`config.mk`:
```
export PLATFORM = sky130hd
export DESIGN_NAME = multi_bounce_filter
export DESIGN_NICKNAME = d
export VERILOG_FILES = /design/src/rtl/multi_bounce_filter_pkg.sv /design/src/rtl/multi_bounce_filter_bounce_channel.sv /design/src/rtl/multi_bounce_filter.sv
export SDC_FILE = /design/constraint.sdc
export NUM_CORES = 1
export LEC_CHECK = 0
export ABC_AREA = 0
export CORE_MARGIN = 2
export CORE_UTILIZATION = 40
export CTS_CLUSTER_DIAMETER = 120
export CTS_CLUSTER_SIZE = 12
export DETAILED_ROUTE_END_ITERATION = 16
export HOLD_SLACK_MARGIN = 0.08
export PLACE_DENSITY = 0.71
export SYNTH_ARGS = -nofsm -noshare
export SYNTH_HDL_FRONTEND = slang
export SYNTH_SLANG_ARGS = --single-unit
```
`constraint.sdc`:
```
create_clock -name clk -period 2.7 [get_ports clk]
set_input_delay 0.54 -clock clk [delete_from_list [all_inputs] [get_ports clk]]
set_output_delay 0.54 -clock clk [all_outputs]
set_load 0.01 [all_outputs]
```
`src/rtl/multi_bounce_filter_pkg.sv`:
```
`default_nettype none
// ============================================================================
// Module      : multi_bounce_filter_pkg
// Description : Shared helpers for the multi-channel debounce filter:
//               integrator ceiling derivation and parameter legality check.
// Revision    : 1.0 - initial release
// ============================================================================
package multi_bounce_filter_pkg;

    // Saturation ceiling of a CNT_W-bit integrator.
    function automatic int cnt_max_f(input int cnt_w);
        return (1 << cnt_w) - 1;
    endfunction

    // True when the threshold/prescale/width combination is usable.
    function automatic bit params_legal_f(
        input int channels,
        input int cnt_w,
        input int th_hi,
        input int th_lo,
        input int sync_stages,
        input int prescale
    );
        return (channels >= 1) && (cnt_w >= 2) && (cnt_w <= 30) &&
               (th_lo >= 0) && (th_lo < th_hi) && (th_hi <= cnt_max_f(cnt_w)) &&
               (sync_stages >= 0) && (prescale >= 1);
    endfunction

endpackage
`default_nettype wire

```
`src/rtl/multi_bounce_filter_bounce_channel.sv`:
```
`default_nettype none
// ============================================================================
// Module      : bounce_channel
// Description : One filtered line: synchroniser, saturating up/down
//               integrator, two-threshold hysteresis and registered
//               rise/fall pulses.
// Ports       : clk, rst_n (async, active low), tick (integrate strobe),
//               in (raw line), out (filtered level), rise/fall (1-clk pulses)
// Revision    : 1.0 - initial release
// ============================================================================
module bounce_channel
    import multi_bounce_filter_pkg::*;
#(
    parameter int   CNT_W       = 5,
    parameter int   TH_HI       = 24,
    parameter int   TH_LO       = 7,
    parameter int   SYNC_STAGES = 2,
    parameter logic INIT        = 1'b1
) (
    input  logic clk,
    input  logic rst_n,
    input  logic tick,
    input  logic in,
    output logic out,
    output logic rise,
    output logic fall
);

    localparam logic [CNT_W-1:0] c_cnt_max = CNT_W'(cnt_max_f(CNT_W));
    localparam logic [CNT_W-1:0] c_th_hi   = CNT_W'(TH_HI);
    localparam logic [CNT_W-1:0] c_th_lo   = CNT_W'(TH_LO);

    logic w_s;

    // Synchroniser: new sample enters the LSB, last stage is the MSB.
    generate
        if (SYNC_STAGES == 0) begin : g_no_sync
            assign w_s = in;
        end else begin : g_sync
            logic [SYNC_STAGES-1:0] r_sync_q;
            logic [SYNC_STAGES-1:0] w_sync_d;
            logic [SYNC_STAGES:0]   w_shift;

            always_comb begin
                w_shift  = {r_sync_q, in};
                w_sync_d = w_shift[SYNC_STAGES-1:0];
            end

            always_ff @(posedge clk or negedge rst_n) begin
                if (!rst_n) begin
                    r_sync_q <= {SYNC_STAGES{INIT}};
                end else begin
                    r_sync_q <= w_sync_d;
                end
            end

            assign w_s = r_sync_q[SYNC_STAGES-1];
        end
    endgenerate

    logic [CNT_W-1:0] r_cnt_q;
    logic [CNT_W-1:0] w_cnt_d;
    logic             r_out_q;
    logic             w_out_d;
    logic             r_rise_q;
    logic             w_rise_d;
    logic             r_fall_q;
    logic             w_fall_d;

    always_comb begin
        w_cnt_d = r_cnt_q;
        if (tick) begin
            if (w_s && (r_cnt_q != c_cnt_max)) begin
                w_cnt_d = r_cnt_q + 1'b1;
            end else if (!w_s && (r_cnt_q != '0)) begin
                w_cnt_d = r_cnt_q - 1'b1;
            end
        end

        // Thresholds act on the post-update count so out moves on the
        // same edge the integrator crosses them.
        w_out_d = r_out_q;
        if (tick) begin
            if (w_cnt_d >= c_th_hi) begin
                w_out_d = 1'b1;
            end else if (w_cnt_d <= c_th_lo) begin
                w_out_d = 1'b0;
            end
        end

        w_rise_d = w_out_d & ~r_out_q;
        w_fall_d = ~w_out_d & r_out_q;
    end

    always_ff @(posedge clk or negedge rst_n) begin
        if (!rst_n) begin
            r_cnt_q  <= INIT ? c_cnt_max : '0;
            r_out_q  <= INIT;
            r_rise_q <= 1'b0;
            r_fall_q <= 1'b0;
        end else begin
            r_cnt_q  <= w_cnt_d;
            r_out_q  <= w_out_d;
            r_rise_q <= w_rise_d;
            r_fall_q <= w_fall_d;
        end
    end

    assign out  = r_out_q;
    assign rise = r_rise_q;
    assign fall = r_fall_q;

endmodule
`default_nettype wire

```
`src/rtl/multi_bounce_filter.sv`:
```
`default_nettype none
// ============================================================================
// Module      : multi_bounce_filter
// Description : Multi-channel debounce / glitch filter. Holds the shared
//               integration prescaler and one bounce_channel per line.
// Ports       : clk, rst_n (async, active low), en (freeze when 0),
//               in[CHANNELS] raw lines, out[CHANNELS] filtered levels,
//               rise/fall[CHANNELS] one-clock event pulses, tick (strobe)
// Revision    : 1.0 - initial release
// ============================================================================
module multi_bounce_filter
    import multi_bounce_filter_pkg::*;
#(
    parameter int                  CHANNELS    = 2,
    parameter int                  CNT_W       = 5,
    parameter int                  TH_HI       = 24,
    parameter int                  TH_LO       = 7,
    parameter int                  SYNC_STAGES = 2,
    parameter int                  PRESCALE    = 1,
    parameter logic [CHANNELS-1:0] INIT        = {CHANNELS{1'b1}}
) (
    input  logic                clk,
    input  logic                rst_n,
    input  logic                en,
    input  logic [CHANNELS-1:0] in,
    output logic [CHANNELS-1:0] out,
    output logic [CHANNELS-1:0] rise,
    output logic [CHANNELS-1:0] fall,
    output logic                tick
);

    generate
        if (!params_legal_f(CHANNELS, CNT_W, TH_HI, TH_LO, SYNC_STAGES, PRESCALE)) begin : g_param_check
            $error("multi_bounce_filter: illegal parameter combination");
        end
    endgenerate

    localparam int                 c_pre_w    = (PRESCALE > 1) ? $clog2(PRESCALE) : 1;
    localparam logic [c_pre_w-1:0] c_pre_last = c_pre_w'(PRESCALE - 1);

    logic [c_pre_w-1:0] r_pre_q;
    logic [c_pre_w-1:0] w_pre_d;
    logic               w_pre_wrap;

    assign w_pre_wrap = (r_pre_q == c_pre_last);

    always_comb begin
        w_pre_d = r_pre_q;
        if (en) begin
            w_pre_d = w_pre_wrap ? '0 : r_pre_q + 1'b1;
        end
    end

    always_ff @(posedge clk or negedge rst_n) begin
        if (!rst_n) begin
            r_pre_q <= '0;
        end else begin
            r_pre_q <= w_pre_d;
        end
    end

    // Qualified with rst_n so the strobe is quiet while reset is held.
    assign tick = en & rst_n & w_pre_wrap;

    generate
        for (genvar i = 0; i < CHANNELS; i++) begin : g_ch
            bounce_channel #(
                .CNT_W       (CNT_W),
                .TH_HI       (TH_HI),
                .TH_LO       (TH_LO),
                .SYNC_STAGES (SYNC_STAGES),
                .INIT        (INIT[i])
            ) u_chan (
                .clk   (clk),
                .rst_n (rst_n),
                .tick  (tick),
                .in    (in[i]),
                .out   (out[i]),
                .rise  (rise[i]),
                .fall  (fall[i])
            );
        end
    endgenerate

endmodule
`default_nettype wire

```
==> summary.txt <==
Status
  – Status: completed

Setup path
  – Worst setup EP type: flop
  – Top cell by count, worst path: ha_1
  – Cell family with most CP delay: simple AND/OR/NAND/NOR gates
  – Cell at the slowest stage of the critical path: dfstp_2
  – WP data arrival: 2.72 ns
  – Crit path cell chain: ha_1 > and3_2 > ha_1 > nor2b_4 > or4_4 > a21oi_2 > xor2_2 > and3_1
  – Buf/Inv on CP: 0
  – Maximum net fanout on the critical path: 8
  – Crit Path Class: flop to flop
  – CP required: ~3.0 ns
  – Worst setup SP type: flop
  – Max incr delay on CP: 0.60 ns

Floorplanning
  – Die Height: 58.2 um
  – I/O pin count: 12
  – Site Rows: 19
  – Core area: 2780 um2
  – Initial Util: 0.422
  – Width of the die: between 50 and 60 um
  – Die area: 3390 um2

CTS
  – Hold buffers post-CTS: 0
  – Clock Latency Late Sink: 0.32 ns
  – Root buf cell: clkbuf_4
  – CTS resizes: 0
  – CTS tree: yes
  – H-tree levels: 1
  – CTS Buffer Depth: 2
  – Clk pin slew, worst setup/hold paths: 0.11 ns
  – Sinks on the clock net: 20
  – TritonCTS Buffers: 3
  – Post-CTS setup buffer count: 0

Place
  – Inst Count DP: 150
  – DP HPWL: 1530 um
  – Pre-CTS WS: about 0.33 ns
  – Port Buffers: 11
  – Dpl cell area: 1290 um2
  – RD Place Congestion: 0.851

Global route
  – Largest net degree at the start of global routing: 21
  – Initial antenna violation count: 0
  – GRT Total Usage: 0.138
  – First-pass GRT wire length: 3400 um
  – Grt ovf: 0
  – Vias in the first global route: 768

Layout
  – Final core occ: 0.481
  – Layout net count: roughly 140
  – P&R area growth vs syn: 14.0%
  – Layout fillers: 231
  – Fin area: 1340 um2
  – Ant. Diodes: 0
  – Finished Layout Cells: 154
  – Share of cells above drive strength 1: 0.268

Synth
  – Async set-reset flop share out of synthesis: 1.00
  – Dominant register cell in the synthesized netlist: dfstp_2
  – Post-Synthesis Cells: 113
  – Syn Area/Cell: 10.4 um2
  – Register area share after synthesis: 0.443
  – Net count after synthesis: 124
  – Ys Warns: 0
  – Netlist cell types: 40
  – Yosys reg bits: 20
  – Cell Area, Synth: approximately 1200 um2
  – Post-synth EDFFs: 0

Power
  – Lkg Pwr: 0.568 nW
  – Worst VDD drop: between 600 and 700 uV
  – PwrDens: 910 nW/um2
  – Tot Pwr: 1.22 mW

Route
  – WL/cell: between 10 and 15 um
  – DR pass1 iterations: 4
  – Vias per cell: approximately 5.7
  – Antenna Nets Post-Route: 0
  – Drt total wl: around 2100 um
  – Total vias in the final route: slightly below 900
  – DRC Markers: 0
  – DRT iter0 DRCs: 9

Timing
  – Max Clock Skew: 0.00946 ns
  – Worst-Margin Slew: 0.315 ns
  – Final WS setup: between 0.2 and 0.25 ns
  – Fin. max-slew vios: 0
  – Hold Slack: 0.364 ns
  – Fmax: 406 MHz
  – Final setup TNS: 0 ns
  – Final hold violations: 0
  – RSZ-0062 raised after global routing: no
  – Period utilisation layout: 0.911
  – Relative slew slack: 0.790
  – # setup viols final: 0
  – Fin crit period: 2.46 ns

Job
  – Max cap viols: 0

Worst hold path
  – HP Class: flop to flop
worst paths after layout:
kind | start | endpoint | slack [ns] | depth (start not counted)
worst max-delay path | g_ch[1].u_chan.r_cnt_q[0] | g_ch[1].u_chan.rise | 0.24 | 8
worst min-delay path | g_ch[1].u_chan.g_sync.r_sync_q[0] | g_ch[1].u_chan.g_sync.r_sync_q[1] | 0.36 | 0
worst max register to register | g_ch[1].u_chan.r_cnt_q[0] | g_ch[1].u_chan.rise | 0.24 | 8
worst min register to register | g_ch[1].u_chan.g_sync.r_sync_q[0] | g_ch[1].u_chan.g_sync.r_sync_q[1] | 0.36 | 0
max in group asynchronous | rst_n | g_ch[1].u_chan.r_cnt_q[1] | 1.78 | 2
min in group asynchronous | rst_n | g_ch[1].u_chan.fall | 0.65 | 2
kinds of logic (layout without fill, tap and decap cells):
logic type | count (synthesis) | in the layout | synth area share
buf+inv | 17 | 27 | 0.0799
flops | 20 | 20 | 0.443
simple gates | 34 | 34 | 0.170
xor+xnor | 6 | 6 | 0.0575
fa+ha+maj | 6 | 6 | 0.0639
compound gates | 30 | 30 | 0.185
synth_stat cells (2+ instances only):
cell type | count | area, um2
nor2b_1 | 2 | 12.5
inv_1 | 9 | 33.8
buf_4 | 6 | 45.0
nor3_1 | 3 | 15.0
o21ai_0 | 7 | 35.0
ha_1 | 6 | 75.1
dfstp_2 | 16 | 420
o211ai_2 | 2 | 25.0
and3_1 | 3 | 18.8
a22o_1 | 4 | 35.0
a21oi_1 | 6 | 30.0
a21oi_2 | 2 | 17.5
nor2_1 | 6 | 22.5
nand4_1 | 2 | 12.5
nand2_1 | 9 | 33.8
xnor2_1 | 2 | 17.5
dfrtp_1 | 4 | 100
xor2_1 | 2 | 17.5
flip-flops by register name, summed over array words and instances, names as in the netlist:
signal,cells
g_ch.u_chan.out,2
g_ch.u_chan.r_cnt_q,10
g_ch.u_chan.fall,2
g_ch.u_chan.rise,2
g_ch.u_chan.g_sync.r_sync_q,4
area by class of cell:
type | count | area (um2) | share of cell area
timing repair buffer | 14 | 133 | 0.0991
tap | 31 | 38.8 | 0.0290
clock buffer | 3 | 22.5 | 0.0168
clock inverter | 1 | 30.0 | 0.0224
sequential | 20 | 520 | 0.389
inverter | 9 | 33.8 | 0.0252
multi-input combinational | 76 | 561 | 0.419
worst reg2reg max path, stage by stage (launching register included):
cell,delay (ns)
dfstp_2,0.60
ha_1,0.20
and3_2,0.20
ha_1,0.33
nor2b_4,0.08
or4_4,0.42
a21oi_2,0.19
xor2_2,0.22
and3_1,0.18
per-layer routing:
layer  vias to the layer above  global-route usage  part of all wire
met2                        18               0.234              0.52
met5                         -                   0                 0
met4                         0              0.0797             0.022
li1                        419                   -                 -
met1                       438               0.162              0.43
met3                         5              0.0268             0.029
cells in the final DEF, fill, tap and decap left out, drive strengths merged, types with 2 or more instances in the layout:
cell,count
or4b,2
nand4,2
dfrtp,4
o211ai,3
ha,6
clkdlybuf4s50,11
or4,2
a21oi,8
inv,9
a22o,4
xor2,3
nor2b,3
nor2,6
nor3,3
nand2,9
xnor2,3
o21ai,7
clkbuf,3
dfstp,16
buf,3
and3,4
report_power, final:
group	internal [mW]	total, mW	switching, mW
clock	0.150	0.249	0.0989
sequential	0.447	0.562	0.115
combinational	0.211	0.407	0.196
total	0.809	1.22	0.410
Note: power is estimated with default switching activity, not from simulation.
